==> src/rtl/control_register_bank.sv <==
// control_register_bank: CPU-facing control register file for the video
// pipeline. CPU writes go to a shadow copy and reach the active copy (which
// drives the renderer) only on a frame_sync pulse, so controls never change
// mid-frame. One register is a read-only sticky status register that is
// cleared by reading it. Setting IMMEDIATE bypasses the double buffering.
// NUM_REGS must not exceed 2**ADDR_WIDTH.
module control_register_bank #(
  parameter int                    DATA_WIDTH  = 8,
  parameter int                    ADDR_WIDTH  = 3,
  parameter int                    NUM_REGS    = 8,
  parameter int                    STATUS_REG  = NUM_REGS - 1,
  parameter logic [DATA_WIDTH-1:0] RESET_VALUE = '0,
  parameter bit                    IMMEDIATE   = 1'b0
) (
  input  logic                           clk,
  input  logic                           reset,
  input  logic [ADDR_WIDTH-1:0]          write_addr,
  input  logic [DATA_WIDTH-1:0]          write_data,
  input  logic                           write_enable,
  input  logic [ADDR_WIDTH-1:0]          read_addr,
  input  logic                           read_enable,
  output logic [DATA_WIDTH-1:0]          read_data,
  input  logic                           frame_sync,
  input  logic [DATA_WIDTH-1:0]          status_set,
  output logic [NUM_REGS*DATA_WIDTH-1:0] ctrl_out,
  output logic                           commit_pending
);

  localparam int DEPTH = 2 ** ADDR_WIDTH;

  // What a CPU read of each address would return: shadow value for control
  // registers, the live sticky value for the status register, zero for holes.
  logic [DEPTH-1:0][DATA_WIDTH-1:0] read_view;
  logic [NUM_REGS-1:0]              dirty_flags;

  logic [DATA_WIDTH-1:0] sticky_reg;
  logic [DATA_WIDTH-1:0] sticky_next;
  logic [DATA_WIDTH-1:0] clear_mask;

  genvar gi;
  generate
    for (gi = 0; gi < DEPTH; gi = gi + 1) begin : gen_reg
      if (gi == STATUS_REG) begin : gen_status
        assign read_view[gi]                            = sticky_reg;
        assign ctrl_out[gi*DATA_WIDTH +: DATA_WIDTH]    = sticky_reg;
        assign dirty_flags[gi]                          = 1'b0;
      end else if (gi < NUM_REGS) begin : gen_ctrl
        logic [DATA_WIDTH-1:0] shadow_reg;
        logic [DATA_WIDTH-1:0] active_reg;
        logic                  dirty_reg;
        logic                  write_hit;

        assign write_hit = write_enable && (write_addr == ADDR_WIDTH'(gi));

        // Shadow/active/dirty update. A commit in the same cycle as a write
        // moves the pre-write shadow, and the new write stays dirty for the
        // next frame.
        always_ff @(posedge clk or posedge reset) begin
          if (reset) begin
            shadow_reg <= RESET_VALUE;
            active_reg <= RESET_VALUE;
            dirty_reg  <= 1'b0;
          end else if (IMMEDIATE) begin
            if (write_hit) begin
              shadow_reg <= write_data;
              active_reg <= write_data;
            end
          end else begin
            if (frame_sync && dirty_reg) begin
              active_reg <= shadow_reg;
            end
            if (write_hit) begin
              shadow_reg <= write_data;
              dirty_reg  <= 1'b1;
            end else if (frame_sync) begin
              dirty_reg  <= 1'b0;
            end
          end
        end

        assign read_view[gi]                         = shadow_reg;
        assign ctrl_out[gi*DATA_WIDTH +: DATA_WIDTH] = active_reg;
        assign dirty_flags[gi]                       = dirty_reg;
      end else begin : gen_hole
        assign read_view[gi] = '0;
      end
    end
  endgenerate

  // Sticky status next value: reading the status register clears the bits it
  // returned, but a set request in the same cycle wins.
  always_comb begin
    clear_mask = '0;
    if (read_enable && (read_addr == ADDR_WIDTH'(STATUS_REG))) begin
      clear_mask = sticky_reg;
    end
    sticky_next = (sticky_reg & ~clear_mask) | status_set;
  end

  // Sticky status register.
  always_ff @(posedge clk or posedge reset) begin
    if (reset) begin
      sticky_reg <= '0;
    end else begin
      sticky_reg <= sticky_next;
    end
  end

  // Registered read port; holds its last value while read_enable is low.
  always_ff @(posedge clk or posedge reset) begin
    if (reset) begin
      read_data <= '0;
    end else if (read_enable) begin
      read_data <= read_view[read_addr];
    end
  end

  assign commit_pending = |dirty_flags;

endmodule

==> config.mk <==
export PLATFORM = sky130hd
export DESIGN_NAME = control_register_bank
export DESIGN_NICKNAME = d
export VERILOG_FILES = /design/src/rtl/control_register_bank.sv
export SDC_FILE = /design/constraint.sdc
export NUM_CORES = 1
export LEC_CHECK = 0
export CAP_MARGIN = 40
export CORE_ASPECT_RATIO = 1.1
export CORE_UTILIZATION = 52
export DETAILED_ROUTE_END_ITERATION = 12
export PLACE_DENSITY = 0.79
export SYNTH_ARGS = -nofsm -noshare
export SYNTH_HDL_FRONTEND = slang
export SYNTH_SLANG_ARGS = --single-unit
==> constraint.sdc <==
create_clock -name clk -period 4.8 [get_ports clk]
set_input_delay 0.48 -clock clk [delete_from_list [all_inputs] [get_ports clk]]
set_output_delay 0.48 -clock clk [all_outputs]
set_load 0.02 [all_outputs]
==> results.cfg, run 1 <==
[critical_path]
cp_cell_sequence = nor4_1 -> nand2_1 -> clkdlybuf4s50_1
path_max_fanout = 3
critPathMaxStageDelay_ps = 560
worstPathRequired_ps = 4320
cp_num_buf_inv = 1
rr_worst_depth = 2
crit_type = reg2out
critPathSlowestCell = clkdlybuf4s50_1
critical_path_depth = 3
critical-path-top-delay-family = buffers and inverters
endpoint_kind = output port
cp.arrival_ps = 1760
start_kind = flip-flop

[cts]
clkTransAtPathRegs_ps = 60
clk_latency_ps = 420
clockRootBuffer = clkbuf_16
post_cts_resized = 0
cts.htree.levels = 4
post_cts_buffers = 0
cts_tree = built
hold_buffers = 0
cts_num_sinks = 135
cts_buffer_depth = 2
numCtsBuffers = 17

[timing]
rsz0062_at_grt = no
period_share_pct = 46.7
clock_skew_ps = 9.74
fin_crit_ps = 2240
setup_viol = 0
slew_viol_final = 0
fmax_mhz = 446
hold_viol = 0
relSlewSlack_pct = 46.1
worstMarginPinSlew_ps = 808
tns_ps = 0

[synth]
synth-async-reset-ratio_pct = 100
syn_inst = 374
syn-cell-area_mm2 = 0.00558
synth-seq-cells = 135
synth-main-ff-cell = dfrtp_1
synth_cell_types = 25
synth_edf_count = 0
yosys_warnings = 0
avgSynthCellArea_um2 = 14.9
synth-seq-area-share_pct = 60.5
syn-num-nets = 401

[drt]
vias = 3630
dr.first_iter.drc_count = 243
routed_wl_um = 13600
ant_nets = 0
routed_via_density = 5.69
drc = 0
routedWlPerCell_um = 21.3
firstDrtPassIters = 5

[placed_design]
placed_cells = 607
io_buffers = 99
dp_hpwl_um = 9420
gp_congestion = 0.824

[global_route]
grt_util_all_layers_pct = 27.0
grt-ovfl-total = 0
grt_pass1_wl_um = 21900
grt_max_degree = 65
antenna_found_initial = 0
grt_pass1_vias = 3917

[cells_and_area]
final_cell_mix = dfrtp_1 (135), mux2_2 (113), clkdlybuf4s50_1 (98)
multiInputGateArea_mm2 = 0.00213
drive_gt1_share_pct = 31.1
stdcell_count = 638
fillers = 749
syn_to_final_growth_pct = 31.1
mostFrequentLayoutCell = dfrtp_1
num_antenna_cells = 0
finalNetCount = 510
seq_area_mm2 = 0.00338

[min_path]
min_path_cells = 1
hp-class = reg2reg

[floorplan]
rows = 39
dieArea_mm2 = 0.0112
start_util_pct = 53.7
die_height_um = 111
coreArea_mm2 = 0.0104
die_x_um = 101
io_pins = 100

[power]
ir_drop_v = 0.000319
leakage_nw = 3.24
power.density_mw_per_mm2 = 572

[run]
max_cap_violations = 0

[status]
status = finished clean
==> path summary, 6_finish.rpt <==
kind | from | end | slack, ps
max | gen_reg[5].gen_ctrl.dirty_reg | commit_pending | 2560
min | gen_reg[6].gen_ctrl.active_reg[6] | gen_reg[6].gen_ctrl.active_reg[6] | 500
max reg2reg | gen_reg[1].gen_ctrl.dirty_reg | gen_reg[1].gen_ctrl.active_reg[6] | 3490
min reg2reg | gen_reg[6].gen_ctrl.active_reg[6] | gen_reg[6].gen_ctrl.active_reg[6] | 500
max in group asynchronous | reset | gen_reg[3].gen_ctrl.shadow_reg[1] | 3220
min in group asynchronous | reset | sticky_reg[2] | 580
==> metrics by stage <==
stage               instance area [um^2]  util, %  hold slack (ps)  setup WS [ps]  power (mW)
finish                              7320     70.4              501           2560        4.19
global route                        7320     70.4              515           2440        4.35
floorplan                           5580        -              477            709        2.29
CTS                                 7320     70.4              505           2560        4.21
global placement                    6710     64.5              487           2470        2.87
detailed placement                  6730     64.7              493           2390        2.92
==> layer usage <==
| layer | global-route usage (%) | up-vias | wire length, um |
|---|---|---|---|
| met3 | 6.87 | 26 | 866 |
| met1 | 35.0 | 1887 | 5530 |
| li1 | - | 1584 | - |
| met4 | 10.2 | 0 | 350 |
| met2 | 43.6 | 133 | 6870 |
| met5 | 0 | - | 0 |
==> area by class of cell <==
cell class	instances	share of cell area (%)
clock buffer	23	6.80
clock inverter	8	1.30
inverter	5	0.291
multi-input combinational	222	29.1
sequential	135	46.1
tap	143	2.44
timing repair buffer	102	13.9
==> synth_stat cells (3+ instances only) <==
cell type,count,area share (%)
a21o_1,12,1.6
a22oi_1,8,1.1
a41o_1,7,1.3
buf_2,4,0.36
clkbuf_1,4,0.27
dfrtp_1,135,61
inv_1,5,0.34
mux2_2,113,23
mux2i_1,31,5.6
nand2_1,17,1.1
nand3_1,7,0.63
nand4b_1,3,0.47
nor2b_1,10,1.1
o21ai_0,3,0.27
==> worst register-to-register path, stage by stage, from the launching register on <==
cell	delay, ps
dfrtp_1	390
nand2_1	410
mux2_2	400
==> cells by family (layout without fill, tap and decap cells) <==
group           after synthesis  in the layout  share of synthesized area, %
compound gates               32             32                          4.53
buf+inv                      17            138                          1.37
flops                       135            135                          60.5
mux                         144            144                          28.4
simple gates                 46             46                          5.24
==> where the power goes <==
group	switching [mW]	internal, mW
Combinational	0.561	0.660
Sequential	0.213	1.46
Clock	0.466	0.826
Power figures use the tool's default switching activity.
==> run 2: changes to the inputs <==
CORE_UTILIZATION = 47   (was 52)
PLACE_DENSITY = 0.75   (was 0.79)
clock period = 2 ns   (was 4.8 ns; I/O delays follow)
==> run 2 against run 1 <==
Core utilization decreased by 5.3 points. Die area increased by 10%. Clock skew decreased by 3.1 ps. Clock power increased to 2.5 times the previous value. First-iteration DRC count decreased by 30%. Largest cell class unchanged. Largest power group unchanged. Highest routed layer unchanged.
==> results.cfg, run 2 (same netlist as run 1, synthesis figures left out) <==
[cells_and_area]
seq_area_mm2 = 0.00338
mostFrequentLayoutCell = dfrtp_1
num_antenna_cells = 0
fillers = 890
multiInputGateArea_mm2 = 0.00213
drive_gt1_share_pct = 33.9
final_cell_mix = dfrtp_1 (135), mux2_2 (113), clkdlybuf4s50_1 (97)
syn_to_final_growth_pct = 34.7
finalNetCount = 529

[critical_path]
start_kind = flip-flop
path_max_fanout = 3
crit_type = reg2out
endpoint_kind = output port
worstPathRequired_ps = 1800
rr_worst_depth = 2
r2r_end = gen_reg[1].gen_ctrl.active_reg[3]
r2r-start = gen_reg[1].gen_ctrl.dirty_reg
cp.arrival_ps = 1570
r2r_slack_ps = 750

[timing]
worstMarginPinSlew_ps = 550
hold_viol = 0
tns_ps = 0
setup_viol = 0
slew_viol_final = 0
rsz0062_at_grt = no
fin_crit_ps = 1770
relSlewSlack_pct = 63.3
holdWs_ps = 38.5
clock_skew_ps = 6.65
period_share_pct = 88.7
fmax_mhz = 564

[cts]
cts_buffer_depth = 2
cts_tree = built
numCtsBuffers = 17
clockRootBuffer = clkbuf_16
cts_num_sinks = 135
clkTransAtPathRegs_ps = 60
clk_latency_ps = 410
cts.htree.levels = 4

[drt]
vias = 3576
routed_wl_um = 13200
ant_nets = 0
drc = 0
routedWlPerCell_um = 19.9
firstDrtPassIters = 4
dr.first_iter.drc_count = 169
routed_via_density = 5.39

[global_route]
grt_util_all_layers_pct = 23.2
grt_pass1_vias = 3755
antenna_found_initial = 0
grt_pass1_wl_um = 20900
grt-ovfl-total = 0
grt_max_degree = 104

[floorplan]
start_util_pct = 48.4
coreArea_mm2 = 0.0115
die_x_um = 106
dieArea_mm2 = 0.0123
rows = 41
die_height_um = 116
io_pins = 100

[power]
ir_drop_v = 0.000655
power.density_mw_per_mm2 = 1360
leakage_nw = 3.34

[placed_design]
dp_hpwl_um = 8880
gp_congestion = 0.833
io_buffers = 99

[run]
max_cap_violations = 0

[min_path]
hp-class = in2async

[status]
status = finished clean
[run 2: final cells by class]
class                           instances  area share, %
Tap cell                              150           2.50
Timing Repair Buffer                  121           15.8
Inverter                                5          0.299
Sequential cell                       135           44.9
Clock inverter                         13           2.38
Clock buffer                           18           5.84
Multi-Input combinational cell        222           28.3
[run 2: worst max path at each step]
stage / end / start / cells after the start / slack, ps
3_5_place_dp: gen_reg[2].gen_ctrl.shadow_reg[0] / write_enable / 5 / 220
6_report: commit_pending / gen_reg[5].gen_ctrl.dirty_reg / 3 / 230
5_1_grt: commit_pending / gen_reg[5].gen_ctrl.dirty_reg / 3 / 180
3_3_place_gp: gen_reg[2].gen_ctrl.shadow_reg[2] / write_enable / 5 / 260
2_1_floorplan: gen_reg[0].gen_ctrl.active_reg[0] / reset / 1 / 120
4_1_cts: commit_pending / gen_reg[5].gen_ctrl.dirty_reg / 3 / 220
[run 2: timing repair]
item | in CTS | in global routing
hold buffers | 0 | 0
endpoints found under the setup margin | 1 | 0
buffers inserted | 0 | 0
resized for setup | 1 | 0
endpoints found under the hold margin | 0 | 0
[run 2: power breakdown]
group	switching (mW)	total (mW)	internal, mW
Sequential	0.498	4.01	3.51
Combinational	1.33	2.93	1.60
Clock	1.16	3.26	2.10
[run 2: critical path, cell delays in order (launching register included)]
cell	delay [ps]
dfrtp_1	410
nor4_1	290
nand2_1	120
dlygate4sd2_1	340
[run 2: per-stage QoR]
step           setup slack (ps)  power, mW  util [%]  instances  area (um^2)
6_report                    226       10.2      65.2        664         7520
5_1_grt                     180       10.7      65.2        664         7520
4_1_cts                     216       10.3      65.2        664         7520
3_5_place_dp                217       6.98      59.8        633         6910
3_3_place_gp                264       6.91      59.8        633         6910
2_1_floorplan               121       5.51         -        374         5590
[run 2: layer usage]
layer	part of all wire, %	vias up	GRT usage [%]
li1	-	1616	-
met1	43	1850	31.2
met2	50	93	36.8
met3	4.8	17	5.86
met4	2.0	0	8.24
met5	0	-	0
==> run 3: changes to the inputs <==
CORE_UTILIZATION = 35   (was 47)
PLACE_DENSITY = 0.59   (was 0.75)
==> run 3 against run 2 <==
Sequential share of layout area fell by 0.52 points. Flip-flop and latch count did not move. Sequential power barely moved. Non-clock buffer count fell by 1. Setup slack improved by 130 ps. Final cell count rose by 7.5%. Clock skew rose by 0.57 ps. Critical endpoint is now ctrl_out[9]. Largest power group unchanged.
==> results.cfg, run 3 (same netlist as run 1, synthesis figures left out) <==
[drt]
ant_nets = 0
drc = 0
dr.first_iter.drc_count = 170
routed_wl_um = 13900
routed_via_density = 4.94
vias = 3530
firstDrtPassIters = 6
routedWlPerCell_um = 19.5

[critical_path]
endpoint_kind = output port
critPathMaxStageDelay_ps = 620
crit_start = gen_reg[1].gen_ctrl.active_reg[1]
critical-path-top-delay-family = buffers and inverters
start_kind = flip-flop
critPathSlowestCell = clkdlybuf4s50_1
crit_type = reg2out
cp.arrival_ps = 1440
cp_cell_sequence = clkdlybuf4s50_1
r2r-start = gen_reg[1].gen_ctrl.dirty_reg
cp_num_buf_inv = 1
path_max_fanout = 2
worstPathRequired_ps = 1800

[floorplan]
die_height_um = 134
start_util_pct = 35.8
die_x_um = 122
coreArea_mm2 = 0.0156
dieArea_mm2 = 0.0165
io_pins = 100
rows = 48

[global_route]
grt_max_degree = 90
grt-ovfl-total = 0
grt_util_all_layers_pct = 18.1
grt_pass1_wl_um = 21400
antenna_found_initial = 0
grt_pass1_vias = 3700

[cells_and_area]
multiInputGateArea_mm2 = 0.00213
drive_gt1_share_pct = 33.1
seq_area_mm2 = 0.00338
fin_util_pct = 48.7
num_antenna_cells = 0
final_cell_mix = dfrtp_1 (135), mux2_2 (113), clkdlybuf4s50_1 (97)
stdcell_count = 714
finalNetCount = 528
fin_area_mm2 = 0.00761
fillers = 1391
syn_to_final_growth_pct = 36.3
mostFrequentLayoutCell = dfrtp_1

[timing]
rsz0062_at_grt = no
fmax_mhz = 610
relSlewSlack_pct = 61.6
layout_setup_ws_ps = 360
clock_skew_ps = 7.22
setup_viol = 0
period_share_pct = 82.0
slew_viol_final = 0
worstMarginPinSlew_ps = 576
tns_ps = 0
fin_crit_ps = 1640
hold_viol = 0
holdWs_ps = 340

[power]
leakage_nw = 3.35
power.density_mw_per_mm2 = 1340
finalPower_mw = 10.2
ir_drop_v = 0.000584

[cts]
clockRootBuffer = clkbuf_16
cts.htree.levels = 4
clk_latency_ps = 420
clkTransAtPathRegs_ps = 60
numCtsBuffers = 17
cts_tree = built
cts_num_sinks = 135
cts_buffer_depth = 2

[placed_design]
dpl_cell_area_mm2 = 0.00698
io_buffers = 99
placed_cells = 681
dp_hpwl_um = 9680
gp_congestion = 0.780
dp_slack_ps = -6.28

[status]
status = finished clean

[min_path]
hp-start = status_set[2]
hp-class = in2reg

[run]
max_cap_violations = 0
-- run 3: cell type report --
type	instances	area share, %
clock buffers	25	6.64
flip-flops and latches	135	44.4
clock inverters	7	1.51
inverters	5	0.296
repair buffers	120	15.9
multi-input cells	222	28.0
well taps	200	3.29
-- run 3: path summary, 6_finish.rpt --
path / slack (ps) / to / cells past startpoint
worst max-delay path: 360 / ctrl_out[9] / 1
worst min-delay path: 340 / sticky_reg[2] / 2
worst max register to register: 740 / gen_reg[1].gen_ctrl.active_reg[7] / 2
worst min register to register: 500 / gen_reg[2].gen_ctrl.active_reg[3] / 1
max in group asynchronous: 680 / gen_reg[6].gen_ctrl.active_reg[3] / 4
min in group asynchronous: 570 / gen_reg[3].gen_ctrl.active_reg[6] / 3
-- run 3: timing repair --
action	4_1_cts	5_1_grt
buffers inserted	0	0
resized for setup	0	1
endpoints found under the setup margin	0	1
hold buffers	1	0
endpoints found under the hold margin	1	0
-- run 3: layer usage --
layer	track usage (%)	up-vias	wire [um]
met5	0	-	0
met4	7.79	0	345
met3	4.86	21	491
met2	28.2	80	6730
met1	23.7	1808	6370
li1	-	1621	-
-- run 3: where the power goes --
| group | switching [mW] | internal (mW) | total [mW] | leakage [nW] |
|---|---|---|---|---|
| combinational | 1.33 | 1.61 | 2.93 | 1.42 |
| sequential | 0.508 | 3.51 | 4.02 | 1.63 |
| clock | 1.13 | 2.12 | 3.25 | 0.299 |
